$ cat config.mk
export PLATFORM = sky130hd
export DESIGN_NAME = instruction_fetch
export DESIGN_NICKNAME = d
export VERILOG_FILES = /design/src/rtl/instruction_fetch.sv
export SDC_FILE = /design/constraint.sdc
export NUM_CORES = 1
export LEC_CHECK = 0
export BUFFER_PORTS_ARGS = -buffer_cell sky130_fd_sc_hd__buf_4
export CAP_MARGIN = 20
export CORE_MARGIN = 4
export CORE_UTILIZATION = 46
export CTS_BUF_LIST = sky130_fd_sc_hd__clkbuf_4 sky130_fd_sc_hd__clkbuf_8
export DETAILED_ROUTE_END_ITERATION = 10
export PLACE_DENSITY = 0.79
export SYNTH_ARGS = -nofsm -noshare
export SYNTH_HDL_FRONTEND = slang
export SYNTH_SLANG_ARGS = --single-unit
$ cat constraint.sdc
create_clock -name clk -period 6.2 [get_ports clk]
set_input_delay 1.24 -clock clk [delete_from_list [all_inputs] [get_ports clk]]
set_output_delay 1.24 -clock clk [all_outputs]
set_load 0.02 [all_outputs]
$ cat src/rtl/instruction_fetch.sv
// -----------------------------------------------------------------------------
// instruction_fetch
//
// Fetches 16-bit instruction words from Memory and hands them to the BU2020
// core over a valid/ready handshake. It owns a 12-bit fetch PC, issues
// single-word reads (data returns one cycle later), buffers returned words
// together with their addresses in a small FIFO, and supports redirect (jump)
// with flush.
//
// Parameters
//   RESET_VECTOR    fetch address loaded on reset
//   FIFO_DEPTH      instruction buffer entries (2..8)
//
// Ports
//   clk             single clock, rising edge
//   reset           synchronous, active-high
//   enable          allows new reads to be issued
//   mem_address     read address (fetch PC)
//   mem_read        read strobe, one word per cycle
//   mem_write       always 0
//   mem_data        read data, valid the cycle after the request
//   instruction_bus FIFO head word, 0 when empty
//   instr_valid     FIFO non-empty
//   instr_ready     core accepts head word
//   pc              address of the head word, 0 when empty
//   jump            redirect pulse
//   jump_target     redirect address, sampled with jump
//
// state  | meaning
// -------+---------------------------------------------
// IDLE   | no reads issued; in-flight word lands, FIFO drains
// FETCH  | reads issued whenever buffer space allows
// -----------------------------------------------------------------------------
module instruction_fetch #(
   parameter logic [11:0] RESET_VECTOR = 12'h000,
   parameter int          FIFO_DEPTH   = 2
) (
   input  logic        clk,
   input  logic        reset,
   input  logic        enable,
   output logic [11:0] mem_address,
   output logic        mem_read,
   output logic        mem_write,
   input  logic [15:0] mem_data,
   output logic [15:0] instruction_bus,
   output logic        instr_valid,
   input  logic        instr_ready,
   output logic [11:0] pc,
   input  logic        jump,
   input  logic [11:0] jump_target
);

   localparam int PTR_W = (FIFO_DEPTH > 1) ? $clog2(FIFO_DEPTH) : 1;
   localparam int CNT_W = $clog2(FIFO_DEPTH + 1);
   localparam logic [PTR_W-1:0] LAST_PTR = PTR_W'(FIFO_DEPTH - 1);
   localparam logic [CNT_W:0]   DEPTH_C  = (CNT_W + 1)'(FIFO_DEPTH);

   typedef enum logic {
      ST_IDLE  = 1'b0,
      ST_FETCH = 1'b1
   } state_t;

   state_t            state_q, state_d;
   logic [11:0]       fetch_pc_q, fetch_pc_d;
   logic              inflight_q, inflight_d;
   logic [11:0]       inflight_addr_q, inflight_addr_d;
   logic [PTR_W-1:0]  rd_ptr_q, rd_ptr_d;
   logic [PTR_W-1:0]  wr_ptr_q, wr_ptr_d;
   logic [CNT_W-1:0]  count_q, count_d;
   logic [15:0]       fifo_data_q [FIFO_DEPTH];
   logic [15:0]       fifo_data_d [FIFO_DEPTH];
   logic [11:0]       fifo_addr_q [FIFO_DEPTH];
   logic [11:0]       fifo_addr_d [FIFO_DEPTH];

   logic              pop;
   logic              push;
   logic              issue;
   logic [CNT_W:0]    occupancy;
   logic [CNT_W:0]    limit;

   function automatic logic [PTR_W-1:0] ptr_inc(input logic [PTR_W-1:0] p);
      if (p == LAST_PTR) begin
         return '0;
      end
      return p + 1'b1;
   endfunction

   always_comb begin
      state_d = state_q;
      case (state_q)
         ST_IDLE:  if (enable)  state_d = ST_FETCH;
         ST_FETCH: if (!enable) state_d = ST_IDLE;
         default:  state_d = ST_IDLE;
      endcase
   end

   always_comb begin
      instr_valid = (count_q != '0);
      pop         = instr_valid & instr_ready;

      // Space check: words already buffered plus the one returning next cycle,
      // less the one leaving this cycle, must stay below the depth.
      occupancy = {1'b0, count_q} + {{CNT_W{1'b0}}, inflight_q};
      limit     = DEPTH_C + {{CNT_W{1'b0}}, pop};
      issue     = (state_q == ST_FETCH) && enable && !jump && !reset &&
                  (occupancy < limit);

      // A jump kills the response to the request issued one cycle earlier.
      push = inflight_q && !jump;

      fetch_pc_d = fetch_pc_q;
      if (jump) begin
         fetch_pc_d = jump_target;
      end else if (issue) begin
         fetch_pc_d = fetch_pc_q + 12'd1;
      end

      inflight_d      = issue;
      inflight_addr_d = fetch_pc_q;

      rd_ptr_d    = rd_ptr_q;
      wr_ptr_d    = wr_ptr_q;
      count_d     = count_q;
      fifo_data_d = fifo_data_q;
      fifo_addr_d = fifo_addr_q;

      if (jump) begin
         rd_ptr_d = '0;
         wr_ptr_d = '0;
         count_d  = '0;
      end else begin
         if (pop) begin
            rd_ptr_d = ptr_inc(rd_ptr_q);
         end
         if (push) begin
            fifo_data_d[wr_ptr_q] = mem_data;
            fifo_addr_d[wr_ptr_q] = inflight_addr_q;
            wr_ptr_d              = ptr_inc(wr_ptr_q);
         end
         case ({push, pop})
            2'b10:   count_d = count_q + 1'b1;
            2'b01:   count_d = count_q - 1'b1;
            default: count_d = count_q;
         endcase
      end
   end

   always_ff @(posedge clk) begin
      if (reset) begin
         state_q         <= ST_IDLE;
         fetch_pc_q      <= RESET_VECTOR;
         inflight_q      <= 1'b0;
         inflight_addr_q <= 12'h000;
         rd_ptr_q        <= '0;
         wr_ptr_q        <= '0;
         count_q         <= '0;
      end else begin
         state_q         <= state_d;
         fetch_pc_q      <= fetch_pc_d;
         inflight_q      <= inflight_d;
         inflight_addr_q <= inflight_addr_d;
         rd_ptr_q        <= rd_ptr_d;
         wr_ptr_q        <= wr_ptr_d;
         count_q         <= count_d;
      end
   end

   // Buffer storage needs no reset: an entry is only visible once counted.
   always_ff @(posedge clk) begin
      fifo_data_q <= fifo_data_d;
      fifo_addr_q <= fifo_addr_d;
   end

   assign mem_address     = fetch_pc_q;
   assign mem_read        = issue;
   assign mem_write       = 1'b0;
   assign instruction_bus = instr_valid ? fifo_data_q[rd_ptr_q] : 16'h0000;
   assign pc              = instr_valid ? fifo_addr_q[rd_ptr_q] : 12'h000;

endmodule
; Yosys cells after proc, flatten, opt, wreduce, memory -nomap -nowiden
; Cells that the tools add are included.
[word_totals]
regBits = 86
out_inout_bits = 43
[classes]
n_lt_le_gt_ge = 4
n_mux = 28
addsub = 7
reduce_logical = 13
bitwise_logic = 4
eq_ne = 2
[op_table]
columns = operator, n
row1 = 12-bit 2-to-1 mux, 7
row2 = 16-bit 2-to-1 mux, 5
row3 = 32-bit bitwise mux, 1
row4 = 24-bit bitwise mux, 1
row5 = 16-bit demux with 1-bit select, 1
row6 = 12-bit by 1-bit adder with 12-bit output (second input constant), 1
row7 = 12-bit demux with 1-bit select, 1
row8 = 1-bit 2-to-1 mux, 11
row9 = 1-bit logical AND, 6
row10 = 2-bit nonzero test, 3
row11 = 2-bit greater-or-equal comparator (second input constant), 2
row12 = 1-bit NOT with 2-bit output, 2
row13 = 2-bit one-hot mux with 2 select lines, 1
row14 = 2-bit by 1-bit adder with 3-bit output, 1
row15 = 2-bit by 1-bit adder with 3-bit output (first input constant), 1
row16 = 3-bit < comparator, 1
row17 = 1-bit adder (second input constant), 2
row18 = 2-bit by 1-bit adder with 2-bit output (second input constant), 1
row19 = 2-bit by 1-bit == test with 1-bit output (second input constant), 1
row20 = 2-bit == test (second input constant), 1
row21 = 1-bit zero test, 2
row22 = 2-bit by 1-bit < comparator with 1-bit output (second input constant), 1
row23 = 2-bit AND reduction, 1
row24 = 2-bit OR reduction, 1
row25 = 3 further kinds, 3

; Logic depth before layout (Yosys ltp)
; Gate-level depths: netlist of run 1.
[depth]
ltp_word = 7
ltp_mapped = 9

; Worst setup path after synthesis of run 1
; Ideal clock, no wire load.
[synth_timing]
path_type = input port to flip-flop
start = in jump
end = reg fifo_addr_q[12] (netlist bit) (enable)
slack_ps = 2815
setup_time_ps = 413
stages = 5
t_arrival_ps = 2973
path_cell_list = buf_6 > inv_1 > clkbuf_1 > nand2_1 > nor2_1
[synth_between]
elab_chain_cells = 3
elab_cells_between_ends = 4
cone_classes = bitwise: 1 / reduce/logical: 3
[synth_rtl]
columns = item, line_no
row1 = start: declaration, 49  ; input logic jump,
row2 = 1-bit zero test, 109  ; push = inflight_q && !jump;
row3 = 1-bit logical AND, 109
row4 = 2-bit AND reduction (no line) (*), -
row5 = end signal: assignment, 171  ; fifo_addr_q <= fifo_addr_d;
row6 = end: declaration, 72  ; logic [11:0] fifo_addr_q [FIFO_DEPTH];
; Mark *: on every way between the ends. The rest lies on a longest branch, timed or not.
; A chain may end at the register's enable or synchronous reset.

; Final worst setup path of run 1
[layout_timing]
start = in reset
end = out mem_read
[layout_between]
elab_chain_cells = 3
[layout_rtl]
columns = item, line_no
row1 = start: declaration, 39  ; input logic reset,
row2 = 1-bit zero test, 105  ; issue = (state_q == ST_FETCH) && enable && !jump && !reset &&
row3 = 1-bit logical AND (2 in a row), 105
row4 = end: declaration, 42  ; output logic mem_read,
; Every way passes these cells.

==> impl_metrics.py, run 1 <==
metrics = {
    "finish": {
        "fin_nets": 376,
        "n_antenna_cell": 0,
        "multi_input_area_um2": 1050,
        "fin_util": 0.590,
        "drive_gt1_frac": 0.294,
        "syn_to_final_growth_pct": 24.8,
        "instances_no_fill": 443,
        "ff_latch_area_um2": 2280,
        "fillers": 608,
    },
    "sta": {
        "rsz0062_at_grt": "no",
        "finalHoldViolCount": 0,
        "fin_setup_tns_ns": 0,
        "slew_headroom": 0.366,
        "fmax_mhz": 265,
        "drv_slew": 0,
        "tightest_slew_ns": 0.950,
        "finClkSkew_ns": 0.00960,
        "finalCritPeriodShare": 0.608,
        "fin_crit_ns": 3.77,
        "setup_violations": 0,
    },
    "die": {
        "initial_core_util": 0.473,
        "num_io_pins": 76,
        "design.die.area_um2": 8860,
        "chipWidth_um": 94.1,
        "core_um2": 7210,
        "die_h_um": 94.1,
        "rows": 31,
    },
    "flow_run": {
        "max_cap_violations": 0,
    },
    "synthesis": {
        "synth_area_um2": 3410,
        "synth_common_cells": "edfxtp_1 (56), nor2_1 (39), dfxtp_1 (30), mux2i_1 (29), nand2_1 (15)",
        "synth_ff_type": "edfxtp_1",
        "seq_area_frac_synth": 0.669,
        "synth_compound_area_frac": 0.0583,
        "syn_area_per_cell_um2": 12.9,
        "synth_edf_count": 56,
        "synth_top_cell_by_area": "edfxtp_1",
        "synth_fp_nets": 302,
        "synth_top_area_share": 0.493,
        "yosys.area_share.simple": 0.128,
        "yosysWarnings": 0,
        "synthCells": 265,
        "yosysMostFrequentCell": "edfxtp_1",
        "yosys-top-cells-area": "edfxtp_1 (49%), dfxtp_1 (18%), mux2i_1 (8.5%), nor2_1 (4.3%), nor2b_1 (2.2%)",
        "synth.distinct_cells": 44,
        "synth_top_family_by_area": "simple AND/OR/NAND/NOR gates",
        "ys_ff_latch": 86,
        "async_flop_share": 0,
        "synth_fa_ha_area_frac": 0.0147,
        "synth_mux_area_frac": 0.0884,
        "yosys.area_share.xor_xnor": 0.0154,
    },
    "place": {
        "gp_congestion": 0.825,
        "dp_hpwl_um": 4560,
        "port_buffers": 74,
        "dp_cells": 427,
    },
    "worst_setup_path": {
        "end_kind": "output port",
        "critPathRequiredTime_ns": 4.96,
        "path_max_fanout": 29,
        "worstSetupStartpointType": "input port",
        "worstSetupPathType": "input port to output port",
        "crit_arrival_ns": 2.53,
    },
    "drt": {
        "drc": 0,
        "wl_per_cell_um": 15.1,
        "vias_per_cell": 5.14,
        "drt-initial-drc-count": 49,
        "first_pass_iters": 4,
        "drt_wl_total_um": 6680,
        "dr_total_vias": 2275,
        "ant_nets": 0,
    },
    "clocking": {
        "hold_buffers": 0,
        "post_cts_buffers": 0,
        "cts_resized": 0,
        "clockBufferDepth": 2,
        "cts.sinks": 86,
        "cts_tree": "yes",
        "root_buffer": "clkbuf_8",
        "clk_pin_slew_ns": 0.08,
        "clock_latency_ns": 0.34,
        "numCtsBuffers": 9,
        "htree_levels": 3,
    },
    "global_route": {
        "grt_pass1_wl_um": 10900,
        "grt_max_degree": 30,
        "gr-total-overflow": 0,
        "first_global_vias": 2305,
        "antenna_found_initial": 0,
        "grt_usage": 0.158,
    },
    "pwr": {
        "p_per_area_nw_per_um2": 250,
        "irDropWorstVdd_v": 0.0000959,
        "leakagePower_nw": 1.59,
        "power_mw": 1.06,
    },
    "run_status": {
        "outcome": "finished, final reports clean",
    },
    "hold_path": {
        "hold_class": "flop to flop",
    },
}
[cells by family after synthesis]
group,after synthesis
buffers and inverters,19
multiplexers,30
other,1
adder cells (fa/ha/maj),4
AO/OA/AOI/OAI,29
AND/OR/NAND/NOR,90
flip-flops,86
XOR/XNOR,6
[path summary, 6_finish.rpt]
| kind | from | cells after the start | end | slack, ns |
|---|---|---|---|---|
| max | reset | 5 | mem_read | 2.43 |
| min | inflight_addr_q[4]$_SDFF_PP0_ | 0 | fifo_addr_q[16]$_DFFE_PP_ | 0.43 |
| max reg2reg | count_q[0]$_SDFFE_PP0P_ | 7 | mem_address[11]$_SDFFE_PP0P_ | 4.03 |
| min reg2reg | inflight_addr_q[4]$_SDFF_PP0_ | 0 | fifo_addr_q[16]$_DFFE_PP_ | 0.43 |
[cell usage in the layout, fill, tap and decap left out, types with 2 or more instances in the layout]
cell        count
xor2_1          3
nor2b_1        12
xnor2_1         3
clkinvlp_4      2
dfxtp_1        29
nor4_1          2
o21a_1          2
a21oi_1         6
clkbuf_8        9
ha_1            4
a31oi_1         4
or3_1           2
clkinv_2        2
edfxtp_1       56
buf_4          76
nor2_1         37
nand3_1         4
inv_1           5
o21ai_0         2
a21o_1          2
mux2i_1        29
inv_6           2
nand2_1        15
nor2_2          3
nor3_1          7
o211ai_1        4
o2bb2ai_1       2
[registers in the layout (all words and copies together) (netlist names)]
signal,flops
count_q,2
fifo_addr_q,24
fifo_data_q,32
inflight_addr_q,12
inflight_q,1
mem_address,12
rd_ptr_q,1
state_q,1
wr_ptr_q,1
[layout make-up]
type	instances	share of cell area
Timing Repair Buffer	77	0.138
Tap cell	99	0.0291
Clock inverter	7	0.0170
Clock buffer	9	0.0291
Inverter	5	0.00441
Sequential cell	86	0.536
Multi-Input combinational cell	160	0.247
[power breakdown]
group / internal, mW / leakage, nW / total (mW) / switching [mW]
Clock: 0.188 / 0.0960 / 0.384 / 0.197
Combinational: 0.0277 / 0.717 / 0.0550 / 0.0273
Sequential: 0.617 / 0.776 / 0.626 / 0.00918
Total: 0.832 / 1.59 / 1.06 / 0.233
[worst max-delay path: stages]
cell and delay, ns:
buf_4 0.20, nor2b_1 0.23, nand3_1 0.27, nor2_2 0.37, buf_4 0.21
[per-stage QoR]
step	cell area, um^2	hold WS, ns	worst slack, ns
5_1_grt	4260	0.447	2.29
3_3_place_gp	4050	0.407	2.50
4_1_cts	4260	0.432	2.42
2_1_floorplan	3410	0.404	2.81
6_report	4260	0.430	2.43
3_5_place_dp	4060	0.415	2.41
[routing by layer]
metal / global-route usage / routed length (um) / up-vias
met5: 0 / 0 / -
met4: 0.0578 / 45 / 0
met3: 0.0465 / 451 / 4
met2: 0.263 / 3210 / 73
met1: 0.194 / 2970 / 1094
li1: - / - / 1104
(Power assumes the default switching activity.)
==> inputs of run 2 (changes only) <==
- clock period: 6.2 -> 3.6 ns (I/O delays scaled with it)
==> run 2 against run 1 <==
Design area rose by 0.32%. Register-to-register slack got worse by 2.6 ns. Clock-buffer cell count rose by 1. Critical path depth rose by 1. First-iteration DRC count rose by 71%. Sequential power rose by 73%. Sequential share of layout area fell by 0.17 points. Largest cell class unchanged. Highest routed layer unchanged.
==> impl_metrics.py, run 2 (synthesis results as in run 1) <==
metrics = {
    "clocking": {
        "numCtsBuffers": 9,
        "htree_levels": 3,
        "root_buffer": "clkbuf_8",
        "clockBufferDepth": 2,
        "clk_pin_slew_ns": 0.08,
        "cts_resized": 0,
        "hold_buffers": 0,
        "clock_latency_ns": 0.35,
        "cts.sinks": 86,
        "post_cts_buffers": 0,
        "cts_tree": "yes",
    },
    "finish": {
        "layout_commonest_cell": "buf_4",
        "final_cell_mix": "buf_4 (77), edfxtp_1 (56), nor2_1 (37)",
        "fin_nets": 376,
        "regMostFlops": "fifo_data_q",
        "syn_to_final_growth_pct": 25.2,
        "drive_gt1_frac": 0.291,
        "reg_top3": "fifo_data_q x32, fifo_addr_q x24",
        "n_antenna_cell": 0,
        "largest_reg_flops": 32,
    },
    "worst_setup_path": {
        "reg2reg_from": "count_q[0]$_SDFFE_PP0P_",
        "worstRegToRegCells": 7,
        "worstSetupPathType": "flop to output port",
        "critPathRequiredTime_ns": 2.88,
        "r2r_end": "mem_address[11]$_SDFFE_PP0P_",
        "worstSetupStartpointType": "flop",
        "end_kind": "output port",
        "crit_arrival_ns": 2.04,
        "path_max_fanout": 8,
        "ff2ff_setup_slack_ns": 1.46,
    },
    "global_route": {
        "globalRouteMet3Util": 0.0393,
        "use_met1": 0.211,
        "grt_max_degree": 30,
        "antenna_found_initial": 0,
        "grt_usage": 0.165,
        "busiest_layer": "met2",
        "grt_use_met2": 0.259,
        "gr-total-overflow": 0,
        "first_global_vias": 2326,
        "grt_pass1_wl_um": 11200,
    },
    "pwr": {
        "p_per_area_nw_per_um2": 444,
        "power_mw": 1.90,
        "leakagePower_nw": 1.60,
        "irDropWorstVdd_v": 0.000235,
    },
    "drt": {
        "drt_wl_total_um": 6790,
        "first_pass_iters": 5,
        "dr_total_vias": 2278,
        "vias_per_cell": 5.14,
        "ant_nets": 0,
        "drc": 0,
        "wl_per_cell_um": 15.3,
        "drt-initial-drc-count": 84,
    },
    "sta": {
        "slew_headroom": 0.391,
        "finalHoldViolCount": 0,
        "drv_slew": 0,
        "finClkSkew_ns": 0.00561,
        "finalCritPeriodShare": 0.768,
        "timing.hold.ws_ns": 0.426,
        "rsz0062_at_grt": "no",
        "fmax_mhz": 362,
        "tightest_slew_ns": 0.914,
        "fin_setup_tns_ns": 0,
        "fin_crit_ns": 2.76,
        "setup_violations": 0,
    },
    "die": {
        "rows": 31,
        "initial_core_util": 0.473,
        "die_h_um": 94.1,
        "core_um2": 7210,
        "design.die.area_um2": 8860,
        "chipWidth_um": 94.1,
        "num_io_pins": 76,
    },
    "place": {
        "gp_congestion": 0.847,
        "port_buffers": 74,
        "dp_hpwl_um": 4590,
    },
    "hold_path": {
        "holdPathEnd": "fifo_addr_q[19]$_DFFE_PP_",
        "hold_class": "flop to flop",
        "hold_path_depth": 0,
        "hp-start": "inflight_addr_q[7]$_SDFF_PP0_",
    },
    "flow_run": {
        "max_cap_violations": 0,
    },
    "run_status": {
        "outcome": "finished, final reports clean",
    },
}
## run 2: changes by cell type in the layout (fill, tap and decap cells not counted), sizes merged
cell	change
clkbuf	+1
inv	-2
clkinv	+2
bufinv	+1
clkinvlp	-2
## run 2: worst max-delay path by stage
stage                       startpoint                        end  slack (ns)  cells past startpoint
2_1_floorplan                     jump  fifo_addr_q[12]$_DFFE_PP_        0.73                      5
3_3_place_gp                     reset                   mem_read        0.95                      5
3_5_place_dp                     reset                   mem_read        0.86                      5
4_1_cts        count_q[0]$_SDFFE_PP0P_                   mem_read        0.82                      6
5_1_grt        count_q[0]$_SDFFE_PP0P_                   mem_read        0.62                      6
6_report       count_q[0]$_SDFFE_PP0P_                   mem_read        0.84                      6
## run 2: final cells by class
type / count / area [um^2]
Clock buffer: 10 / 131
Timing Repair Buffer: 77 / 578
Multi-Input combinational cell: 160 / 1050
Clock inverter: 6 / 86.3
Inverter: 5 / 18.8
Fill cell: 616 / 2940
Sequential cell: 86 / 2280
Tap cell: 99 / 124
## run 2: critical path, cell delays in order, from the launching register on
cell	delay, ns
dfxtp_1	0.38
ha_1	0.21
ha_1	0.20
nor2_1	0.09
nand3_1	0.25
nor2_2	0.37
buf_4	0.21
## run 2: per-layer routing
metal  up-vias  routed length, um
met5         -                  0
met4         0                170
met1      1065               2880
met3        14                474
met2        87               3260
li1       1112                  -
## run 2: power by group
group	leakage (nW)	internal (mW)	switching [mW]
Clock	0.111	0.397	0.327
Combinational	0.713	0.0475	0.0474
Sequential	0.776	1.06	0.0156
Total	1.60	1.51	0.390
## run 2: stage by stage
stage	setup WS, ns	cell area, um^2	util	instances
finish	0.837	4270	0.592	443
global route	0.617	4270	0.592	443
CTS	0.820	4270	0.592	443
detailed placement	0.864	4050	0.562	427
global placement	0.946	4050	0.562	427
floorplan	0.735	3410	-	265
